[config.mk]
export PLATFORM = sky130hd
export DESIGN_NAME = sauria_cfg_sequencer
export DESIGN_NICKNAME = d
export VERILOG_FILES = /design/src/rtl/sauria_cfg_seq_pkg.sv /design/src/rtl/sauria_cfg_sequencer.sv
export SDC_FILE = /design/constraint.sdc
export NUM_CORES = 1
export LEC_CHECK = 0
export CAP_MARGIN = 20
export CORE_AREA = 2 2 318 320
export CTS_CLUSTER_DIAMETER = 120
export CTS_CLUSTER_SIZE = 28
export DETAILED_ROUTE_END_ITERATION = 7
export DIE_AREA = 0 0 320 322
export PLACE_DENSITY = 0.39
export SYNTH_ARGS = -nofsm -noshare
export SYNTH_HDL_FRONTEND = slang
export SYNTH_SLANG_ARGS = --single-unit
[constraint.sdc]
create_clock -name clk_i -period 7.1 [get_ports clk_i]
set_clock_uncertainty 0.05 [all_clocks]
set_input_delay 1.42 -clock clk_i [delete_from_list [all_inputs] [get_ports clk_i]]
set_output_delay 1.42 -clock clk_i [all_outputs]
set_load 0.01 [all_outputs]
[src/rtl/sauria_cfg_seq_pkg.sv]
// Shared types and constants for the SAURIA configuration sequencer.
package sauria_cfg_seq_pkg;

    typedef enum logic [2:0] {
        ST_IDLE     = 3'd0,
        ST_WR_REQ   = 3'd1,
        ST_WR_RSP   = 3'd2,
        ST_POLL_AR  = 3'd3,
        ST_POLL_R   = 3'd4,
        ST_POLL_GAP = 3'd5,
        ST_DONE     = 3'd6,
        ST_ERR      = 3'd7
    } state_e;

    typedef enum logic [1:0] {
        ERR_NONE    = 2'd0,
        ERR_BRESP   = 2'd1,
        ERR_RRESP   = 2'd2,
        ERR_TIMEOUT = 2'd3
    } err_code_e;

    localparam logic [1:0] RESP_OKAY  = 2'b00;
    localparam logic [1:0] BURST_INCR = 2'b01;

    // Default AXI4 struct shapes, matching the default 32-bit address/data widths.
    localparam int unsigned DEF_ADDR_W = 32;
    localparam int unsigned DEF_DATA_W = 32;
    localparam int unsigned DEF_ID_W   = 4;
    localparam int unsigned DEF_USER_W = 1;

    typedef struct packed {
        logic [DEF_ID_W-1:0]   id;
        logic [DEF_ADDR_W-1:0] addr;
        logic [7:0]            len;
        logic [2:0]            size;
        logic [1:0]            burst;
        logic                  lock;
        logic [3:0]            cache;
        logic [2:0]            prot;
        logic [3:0]            qos;
        logic [3:0]            region;
        logic [5:0]            atop;
        logic [DEF_USER_W-1:0] user;
    } axi_def_aw_t;

    typedef struct packed {
        logic [DEF_ID_W-1:0]   id;
        logic [DEF_ADDR_W-1:0] addr;
        logic [7:0]            len;
        logic [2:0]            size;
        logic [1:0]            burst;
        logic                  lock;
        logic [3:0]            cache;
        logic [2:0]            prot;
        logic [3:0]            qos;
        logic [3:0]            region;
        logic [DEF_USER_W-1:0] user;
    } axi_def_ar_t;

    typedef struct packed {
        logic [DEF_DATA_W-1:0]   data;
        logic [DEF_DATA_W/8-1:0] strb;
        logic                    last;
        logic [DEF_USER_W-1:0]   user;
    } axi_def_w_t;

    typedef struct packed {
        logic [DEF_ID_W-1:0]   id;
        logic [1:0]            resp;
        logic [DEF_USER_W-1:0] user;
    } axi_def_b_t;

    typedef struct packed {
        logic [DEF_ID_W-1:0]   id;
        logic [DEF_DATA_W-1:0] data;
        logic [1:0]            resp;
        logic                  last;
        logic [DEF_USER_W-1:0] user;
    } axi_def_r_t;

    typedef struct packed {
        axi_def_aw_t aw;
        logic        aw_valid;
        axi_def_w_t  w;
        logic        w_valid;
        logic        b_ready;
        axi_def_ar_t ar;
        logic        ar_valid;
        logic        r_ready;
    } axi_def_req_t;

    typedef struct packed {
        logic       aw_ready;
        logic       ar_ready;
        logic       w_ready;
        logic       b_valid;
        axi_def_b_t b;
        logic       r_valid;
        axi_def_r_t r;
    } axi_def_resp_t;

    // AXI size encoding for a full-width beat.
    function automatic logic [2:0] axi_size_f(input int unsigned data_width);
        logic [2:0] size_v;
        case (data_width)
            32'd8:   size_v = 3'd0;
            32'd16:  size_v = 3'd1;
            32'd32:  size_v = 3'd2;
            32'd64:  size_v = 3'd3;
            32'd128: size_v = 3'd4;
            default: size_v = 3'd2;
        endcase
        return size_v;
    endfunction

endpackage

[src/rtl/sauria_cfg_sequencer.sv]
// Programs SAURIA through AXI: a table of single-beat writes, then an optional
// status poll until (rdata & mask) == mask, reporting done or error.
module sauria_cfg_sequencer
    import sauria_cfg_seq_pkg::*;
#(
    parameter type         axi_req_t  = axi_def_req_t,
    parameter type         axi_resp_t = axi_def_resp_t,
    parameter int unsigned AddrWidth  = 32,
    parameter int unsigned DataWidth  = 32,
    parameter int unsigned NumCfg     = 8,
    parameter int unsigned MaxPolls   = 1024,
    parameter int unsigned PollGap    = 4
) (
    input  logic                                clk_i,
    input  logic                                rst_ni,
    input  logic                                start_i,
    input  logic [$clog2(NumCfg+1)-1:0]         num_cfg_i,
    input  logic [NumCfg-1:0][AddrWidth-1:0]    cfg_addr_i,
    input  logic [NumCfg-1:0][DataWidth-1:0]    cfg_data_i,
    input  logic                                poll_en_i,
    input  logic [AddrWidth-1:0]                poll_addr_i,
    input  logic [DataWidth-1:0]                poll_mask_i,
    output axi_req_t                            axi_req_o,
    input  axi_resp_t                           axi_rsp_i,
    output logic                                busy_o,
    output logic                                done_o,
    output logic                                error_o,
    output logic [1:0]                          err_code_o
);

    localparam int unsigned CNT_W  = $clog2(NumCfg + 1);
    localparam int unsigned IDX_W  = (NumCfg > 1) ? $clog2(NumCfg) : 1;
    localparam int unsigned PCNT_W = $clog2(MaxPolls + 1);
    localparam int unsigned GAP_W  = (PollGap > 0) ? $clog2(PollGap + 1) : 1;
    localparam logic [GAP_W-1:0]  GAP_LAST = GAP_W'((PollGap > 0) ? PollGap - 1 : 0);
    localparam logic [PCNT_W-1:0] POLL_MAX = PCNT_W'(MaxPolls);
    localparam logic [2:0]        AXI_SIZE = axi_size_f(DataWidth);

    state_e              state_r, state_s;
    logic [IDX_W-1:0]    idx_r, idx_s;
    logic                aw_done_r, aw_done_s;
    logic                w_done_r, w_done_s;
    logic [PCNT_W-1:0]   poll_cnt_r, poll_cnt_s;
    logic [GAP_W-1:0]    gap_cnt_r, gap_cnt_s;
    err_code_e           err_code_r, err_code_s;

    logic                aw_valid_r, w_valid_r, b_ready_r, ar_valid_r, r_ready_r;
    logic [AddrWidth-1:0] aw_addr_r, ar_addr_r;
    logic [DataWidth-1:0] w_data_r;
    logic                busy_r, done_r, error_r;

    logic aw_hs_s, w_hs_s, b_hs_s, ar_hs_s, r_hs_s, last_entry_s, poll_hit_s;
    logic unused_rsp_s;

    assign aw_hs_s      = aw_valid_r & axi_rsp_i.aw_ready;
    assign w_hs_s       = w_valid_r  & axi_rsp_i.w_ready;
    assign b_hs_s       = b_ready_r  & axi_rsp_i.b_valid;
    assign ar_hs_s      = ar_valid_r & axi_rsp_i.ar_ready;
    assign r_hs_s       = r_ready_r  & axi_rsp_i.r_valid;
    assign last_entry_s = ((CNT_W'(idx_r) + CNT_W'(1)) == num_cfg_i);
    assign poll_hit_s   = ((axi_rsp_i.r.data & poll_mask_i) == poll_mask_i);
    // Response fields this master never looks at (ids, user, last).
    assign unused_rsp_s = ^{axi_rsp_i};

    // Next-state and counter logic.
    always_comb begin
        state_s    = state_r;
        idx_s      = idx_r;
        aw_done_s  = 1'b0;
        w_done_s   = 1'b0;
        poll_cnt_s = poll_cnt_r;
        gap_cnt_s  = gap_cnt_r;
        err_code_s = err_code_r;
        case (state_r)
            ST_IDLE: begin
                if (start_i) begin
                    err_code_s = ERR_NONE;
                    idx_s      = '0;
                    poll_cnt_s = '0;
                    gap_cnt_s  = '0;
                    if (num_cfg_i != '0) begin
                        state_s = ST_WR_REQ;
                    end else if (poll_en_i) begin
                        state_s = ST_POLL_AR;
                    end else begin
                        state_s = ST_DONE;
                    end
                end else begin
                    state_s = ST_IDLE;
                end
            end
            ST_WR_REQ: begin
                aw_done_s = aw_done_r | aw_hs_s;
                w_done_s  = w_done_r  | w_hs_s;
                if (aw_done_s && w_done_s) begin
                    state_s   = ST_WR_RSP;
                    aw_done_s = 1'b0;
                    w_done_s  = 1'b0;
                end else begin
                    state_s = ST_WR_REQ;
                end
            end
            ST_WR_RSP: begin
                if (b_hs_s) begin
                    if (axi_rsp_i.b.resp != RESP_OKAY) begin
                        state_s    = ST_ERR;
                        err_code_s = ERR_BRESP;
                    end else if (last_entry_s) begin
                        state_s = poll_en_i ? ST_POLL_AR : ST_DONE;
                    end else begin
                        idx_s   = idx_r + IDX_W'(1);
                        state_s = ST_WR_REQ;
                    end
                end else begin
                    state_s = ST_WR_RSP;
                end
            end
            ST_POLL_AR: begin
                if (ar_hs_s) begin
                    poll_cnt_s = poll_cnt_r + PCNT_W'(1);
                    state_s    = ST_POLL_R;
                end else begin
                    state_s = ST_POLL_AR;
                end
            end
            ST_POLL_R: begin
                if (r_hs_s) begin
                    if (axi_rsp_i.r.resp != RESP_OKAY) begin
                        state_s    = ST_ERR;
                        err_code_s = ERR_RRESP;
                    end else if (poll_hit_s) begin
                        state_s = ST_DONE;
                    end else if (poll_cnt_r == POLL_MAX) begin
                        state_s    = ST_ERR;
                        err_code_s = ERR_TIMEOUT;
                    end else if (PollGap == 0) begin
                        state_s = ST_POLL_AR;
                    end else begin
                        gap_cnt_s = '0;
                        state_s   = ST_POLL_GAP;
                    end
                end else begin
                    state_s = ST_POLL_R;
                end
            end
            ST_POLL_GAP: begin
                if (gap_cnt_r == GAP_LAST) begin
                    gap_cnt_s = '0;
                    state_s   = ST_POLL_AR;
                end else begin
                    gap_cnt_s = gap_cnt_r + GAP_W'(1);
                    state_s   = ST_POLL_GAP;
                end
            end
            ST_DONE:  state_s = ST_IDLE;
            ST_ERR:   state_s = ST_IDLE;
            default:  state_s = ST_IDLE;
        endcase
    end

    // State and counter registers.
    always_ff @(posedge clk_i) begin
        if (!rst_ni) begin
            state_r    <= ST_IDLE;
            idx_r      <= '0;
            aw_done_r  <= 1'b0;
            w_done_r   <= 1'b0;
            poll_cnt_r <= '0;
            gap_cnt_r  <= '0;
            err_code_r <= ERR_NONE;
        end else begin
            state_r    <= state_s;
            idx_r      <= idx_s;
            aw_done_r  <= aw_done_s;
            w_done_r   <= w_done_s;
            poll_cnt_r <= poll_cnt_s;
            gap_cnt_r  <= gap_cnt_s;
            err_code_r <= err_code_s;
        end
    end

    // Registered handshake strobes, payloads and status, decoded from the next state.
    always_ff @(posedge clk_i) begin
        if (!rst_ni) begin
            aw_valid_r <= 1'b0;
            w_valid_r  <= 1'b0;
            b_ready_r  <= 1'b0;
            ar_valid_r <= 1'b0;
            r_ready_r  <= 1'b0;
            aw_addr_r  <= '0;
            w_data_r   <= '0;
            ar_addr_r  <= '0;
            busy_r     <= 1'b0;
            done_r     <= 1'b0;
            error_r    <= 1'b0;
        end else begin
            aw_valid_r <= (state_s == ST_WR_REQ) && !aw_done_s;
            w_valid_r  <= (state_s == ST_WR_REQ) && !w_done_s;
            b_ready_r  <= (state_s == ST_WR_RSP);
            ar_valid_r <= (state_s == ST_POLL_AR);
            r_ready_r  <= (state_s == ST_POLL_R);
            busy_r     <= (state_s inside {ST_WR_REQ, ST_WR_RSP, ST_POLL_AR, ST_POLL_R, ST_POLL_GAP});
            done_r     <= (state_s == ST_DONE);
            error_r    <= (state_s == ST_ERR);
            if (state_s == ST_WR_REQ) begin
                aw_addr_r <= cfg_addr_i[idx_s];
                w_data_r  <= cfg_data_i[idx_s];
            end else begin
                aw_addr_r <= aw_addr_r;
                w_data_r  <= w_data_r;
            end
            if (state_s == ST_POLL_AR) begin
                ar_addr_r <= poll_addr_i;
            end else begin
                ar_addr_r <= ar_addr_r;
            end
        end
    end

    // Request assembly; fixed fields appear only alongside their valid so reset drives all zeros.
    always_comb begin
        axi_req_o          = '0;
        axi_req_o.aw_valid = aw_valid_r;
        axi_req_o.aw.addr  = aw_addr_r;
        axi_req_o.aw.size  = aw_valid_r ? AXI_SIZE : 3'd0;
        axi_req_o.aw.burst = aw_valid_r ? BURST_INCR : 2'b00;
        axi_req_o.w_valid  = w_valid_r;
        axi_req_o.w.data   = w_data_r;
        axi_req_o.w.strb   = {(DataWidth/8){w_valid_r}};
        axi_req_o.w.last   = w_valid_r;
        axi_req_o.b_ready  = b_ready_r;
        axi_req_o.ar_valid = ar_valid_r;
        axi_req_o.ar.addr  = ar_addr_r;
        axi_req_o.ar.size  = ar_valid_r ? AXI_SIZE : 3'd0;
        axi_req_o.ar.burst = ar_valid_r ? BURST_INCR : 2'b00;
        axi_req_o.r_ready  = r_ready_r;
    end

    assign busy_o     = busy_r;
    assign done_o     = done_r;
    assign error_o    = error_r;
    assign err_code_o = err_code_r;

endmodule

# --- After elaboration in Yosys (flattened, before gate mapping) ---
# Index checks and enable logic that the tools add are counted.
op_classes:
  n_addsub: 4
  magnitude_cmp: 1
  eq_ne: 28
  muxes: 49
  bitwise_logic: 8
  n_reduce_logical: 17
ops:
  columns: ["operator", "count"]
  rows:
  - ["binary-select mux 32 bit (select 3 bit)", 2]
  - ["2-to-1 mux 32 bit", 2]
  - ["2-to-1 mux 3 bit", 19]
  - ["bitwise AND 32 bit", 1]
  - ["== test 32 bit", 1]
  - ["2-to-1 mux 2 bit", 13]
  - ["== test 3 bit (second input constant)", 8]
  - ["2-to-1 mux 11 bit", 2]
  - ["case mux 11 bit (2 select lines)", 1]
  - ["case mux 3 bit (7 select lines)", 1]
  - ["!= test 2 bit (second input constant)", 8]
  - ["== test 3 x 2 -> 1 bit (second input constant)", 5]
  - ["adder 11 x 1 -> 11 bit (second input constant)", 1]
  - ["== test 11 bit (second input constant)", 1]
  - ["case mux 3 bit (3 select lines)", 1]
  - ["AND reduction 7 bit", 1]
  - ["adder 3 x 1 -> 3 bit (second input constant)", 2]
  - ["== test 3 x 1 -> 1 bit (second input constant)", 2]
  - ["2-to-1 mux 1 bit", 6]
  - ["!= test 3 bit (second input constant)", 2]
  - ["case mux 2 bit (3 select lines)", 1]
  - ["case mux 3 bit (2 select lines)", 1]
  - ["AND reduction 6 bit", 1]
  - ["nonzero test 2 bit", 3]
  - ["13 further kinds", 22]
totals:
  reg_bits: 128
  output_inout_bits: 186
  elab_cells: 125

# --- Logic depth before layout (Yosys ltp) ---
logic_depth:
  word_depth: 8
  ltp_mapped: 12
  ltp_nobuf: 9

# --- Worst setup path after synthesis ---
# Ideal clock, no wire load.
synth_path:
  kind: "input -> register"
  start: "input port axi_rsp_i[42] in the netlist's numbering"
  end: "register w_data_r[14]"
  setup_time_ns: 0.095
  arrival_time_ns: 3.306
  required_ns: 6.955
  setup_slack_ns: 3.648
  path_stages: 10
  path_buffers: 3
  path_cell_list: "and4bb_2 -> o21ai_1 -> o22ai_2 -> mux2_4 -> and2_1 -> buf_6 -> buf_6 -> buf_2 -> a32o_1 -> a221oi_1"
synth_via:
  elab_chain_len: 6
  word_cells_on_any_way: 10
  classes_between: "eq/ne (1); mux (8); reduce/logical (1)"
synth_rtl:
  columns: ["element", "line_no", "text"]
  rows:
  - ["from (decl)", "sauria_cfg_sequencer.sv:24", "input axi_resp_t axi_rsp_i,"]
  - ["nonzero test 2 bit (*)", "sauria_cfg_sequencer.sv:105", "if (axi_rsp_i.b.resp != RESP_OKAY) begin"]
  - ["2-to-1 mux 3 bit", "sauria_cfg_sequencer.sv:105", null]
  - ["2-to-1 mux 3 bit", "sauria_cfg_sequencer.sv:104", "if (b_hs_s) begin"]
  - ["case mux 3 bit (2 select lines)", "sauria_cfg_sequencer.sv:74", "case (state_r)"]
  - ["binary-select mux 32 bit (select 3 bit)", "sauria_cfg_sequencer.sv:207", "w_data_r <= cfg_data_i[idx_s];"]
  - ["2-to-1 mux 32 bit (not written as such)", "sauria_cfg_sequencer.sv:207", null]
  - ["to (signal assigned)", "sauria_cfg_sequencer.sv:207", null]
  - ["to (signal assigned)", "sauria_cfg_sequencer.sv:210", "w_data_r <= w_data_r;"]
  - ["to (decl)", "sauria_cfg_sequencer.sv:49", "logic [DataWidth-1:0] w_data_r;"]
# Mark *: on every way between the ends. The rest lies on a longest branch, timed or not. The select of a mux whose other input is x is not followed.
# A chain may end at the register's enable or synchronous reset.

# --- Worst setup path in the final report ---
layout_path:
  start: "input port num_cfg_i[2]"
  end: "register w_data_r[3]"
layout_via:
  elab_chain_len: 7
  word_cells_on_any_way: 15
  classes_between: "eq/ne (2); mux (12); reduce/logical (1)"
layout_rtl:
  columns: ["element", "line_no", "text"]
  rows:
  - ["from (decl)", "sauria_cfg_sequencer.sv:17", "input logic [$clog2(NumCfg+1)-1:0] num_cfg_i,"]
  - ["== test 4 bit", "sauria_cfg_sequencer.sv:60", "assign last_entry_s = ((CNT_W'(idx_r) + CNT_W'(1)) == num_cfg_i);"]
  - ["2-to-1 mux 3 bit", "sauria_cfg_sequencer.sv:108", "end else if (last_entry_s) begin"]
  - ["2-to-1 mux 3 bit", "sauria_cfg_sequencer.sv:105", null]
  - ["2-to-1 mux 3 bit", "sauria_cfg_sequencer.sv:104", null]
  - ["case mux 3 bit (2 select lines)", "sauria_cfg_sequencer.sv:74", null]
  - ["binary-select mux 32 bit (select 3 bit)", "sauria_cfg_sequencer.sv:207", null]
  - ["2-to-1 mux 32 bit (not written as such)", "sauria_cfg_sequencer.sv:207", null]
# Parallel ways exist; a longest one is shown, timed or not. The select of a mux whose other input is x is not followed.

==> run metrics <==
status=complete, no violations; DR WL/cell=21.57 um; Leak Pwr=6.587 nW; Fin. Hold Viols=0; cell mode on critical path=a221oi_2; clock latency on the worst-skew pair=0.49 ns; via/cell ratio=3.876; clock buffer count from CTS=17; most frequent cells in the layout=clkdlybuf4s50_1, nand2_1, nand3_1, a21oi_1, dfxtp_1; DRT antenna net count=0; worst-path fanout max=18; cts-stage hold buffer count=0; Post-CTS Setup Bufs=0; Worst Tran Pin Value=0.9920 ns; crit path max-delay cell type=nand3_2; 1st-iter DRT viols=706; I/O pin cnt=822; MaxCap Viol Count=0; Die Y=322 um; commonest non-fill, non-tap cell in the layout=clkdlybuf4s50_1; Arrival @ worst endpoint=5.05 ns; Congestion Overflow GR=0; worst path cell trace=clkdlybuf4s50_1, xor2_1, o21ai_1, o22ai_2, nor2_1, a221oi_2, nand3_2, buf_4, a21oi_1, a221oi_2; register bit total from synthesis=128; flop-to-flop setup slack=3.09 ns; HPWL after DPL=57530 um; RSZ-0062 raised after global routing=false; placed insts=3335; die width=320 um; Startpoint Class=input pin; Power Dens Cells=150.7 nW/um^2; Worst-path clk slew=0.07 ns; Global Route Usage Sum=13.50%; Seq/Total Area, Yosys=24.18%; Fill cells=11260; row count=116; post-route minimum period=4.743 ns; Crit. End Element=register; critical path type=input pin to register; synth warn=0; CTS Sinks=128; CTS tree=yes; fin cells=3371; Post-route DRC=0; initial antenna violation count=20; Sum Neg Setup Slack=0 ns; slew margin rel.=33.87%; ys flop type=dfxtp_1; htree depth=4; number of I/O port buffers=739; Mean Syn Cell Area=7.441 sq um; Yosys cell types=61; CTS resizes=0; Post-Syn Area=10600 sq um; ratio of cells with drive above 1 in the final layout=5.464%; largest net degree at the start of global routing=112; first-pass GRT wire length=99060 um; Max IR drop VDD=127.9 uV; Max Slew Vio Count=0; vias in the first global route=13060; via count=13070; CTS root buffer=clkbuf_16; Critical Path RT=7.40 ns; Worst Hold Class=register to register; FFs w/ async S/R, synth=0%; DRT Wirelength=72720 um; P&R area growth vs syn=83.94%; clock buffer depth=2; Die ar.=103000 sq um; core box area=99570 sq um; Gate Count Post-Synth=1424; Post-synth EDFFs=0; delay-heaviest family, CP=compound AO/OA/AOI/OAI gates; CP peak stage delay=0.76 ns; Pre-antenna DRT Iters=5; Final Wtd Congestion=0.8262; Initial Util=10.64%; endpoints failing setup=0; CP bufs+invs=2; net total in the final layout=2696; FMAX=210.9 MHz; crit share post-route=66.80%
==> through the flow <==
stage | total power, mW | area [sq um] | setup WS, ns | utilization, % | hold slack [ns]
after global routing | 3.108 | 19490 | 2.036 | 19.57 | 0.4405
after CTS | 3.025 | 19480 | 2.317 | 19.56 | 0.4197
final | 2.938 | 19490 | 2.357 | 19.58 | 0.4184
after floorplan | 1.316 | 10860 | 3.648 | - | 0.3953
after detailed placement | 2.023 | 18920 | 1.759 | 19.00 | 0.4102
after global placement | 2.026 | 18920 | 1.824 | 19.00 | 0.4097
==> report_power, final <==
group / internal (mW) / switching [mW] / total (mW)
Sequential: 0.820 / 0.0710 / 0.891
Combinational: 0.638 / 0.468 / 1.11
Clock: 0.487 / 0.455 / 0.941
==> cells in the mapped netlist, types with 37 or more instances <==
cell type  instances  area share (%)
nand2_1          222             7.9
nand3_1          155             7.3
a21oi_1          133             6.3
dfxtp_1          128              24
o21ai_0          105             5.0
buf_4             93             6.6
mux2i_1           86             8.1
clkbuf_1          74             2.6
nor2b_1           63             3.7
a22o_1            52             4.3
buf_2             42             2.0
a221oi_2          40             5.7
a32o_1            37             3.5
==> worst register-to-register path: stages (launching register included) <==
cell      delay, ns
dfxtp_1        0.45
ha_1           0.27
xor2_1         0.29
o21ai_1        0.12
o22ai_2        0.29
nor2_1         0.11
a221oi_2       0.58
nand3_2        0.76
buf_4          0.50
a21oi_1        0.40
a221oi_2       0.06
==> flip-flops by register name, summed over array words and instances, names as in the netlist, 2 cells and up <==
signal	flops
ar_addr_r	32
aw_addr_r	32
w_data_r	32
poll_cnt_r	11
gap_cnt_r	3
idx_r	3
state_r	3
err_code_o	2
==> final cells by class <==
class                   count  area, sq um  share of cell area (%)
diodes                      5        12.51                 0.06419
clock buffers              18        429.2                   2.202
clock inverters            13        130.1                  0.6676
inverters                  17        63.81                  0.3274
multi-input cells        1130         7027                   36.05
flip-flops and latches    128         2562                   13.15
well taps                1298         1624                   8.332
repair buffers            762         7642                   39.21
==> kinds of logic after synthesis <==
logic type | after synthesis | share of synthesized area [%]
simple gates | 522 | 23.38
flops | 128 | 24.18
buf+inv | 236 | 12.58
compound gates | 434 | 30.10
xor+xnor | 12 | 0.9918
mux | 87 | 8.265
other cells | 1 | 0.03539
fa+ha+maj | 4 | 0.4723
==> per-layer routing <==
layer / wire (um) / vias up / global-route usage [%]
met1: 31930 / 6131 / 17.10
li1: - / 6322 / -
met5: 138 / - / 0
met2: 33900 / 515 / 21.95
met3: 5212 / 79 / 4.093
met4: 1545 / 20 / 3.975
==> final timing paths <==
check / from / endpoint / depth (start not counted)
worst max register to register: idx_r[0] / w_data_r[3] / 10
worst min-delay path: gap_cnt_r[2] / gap_cnt_r[2] / 1
worst min register to register: gap_cnt_r[2] / gap_cnt_r[2] / 1
worst max-delay path: num_cfg_i[2] / w_data_r[3] / 10
(Power assumes the default switching activity.)
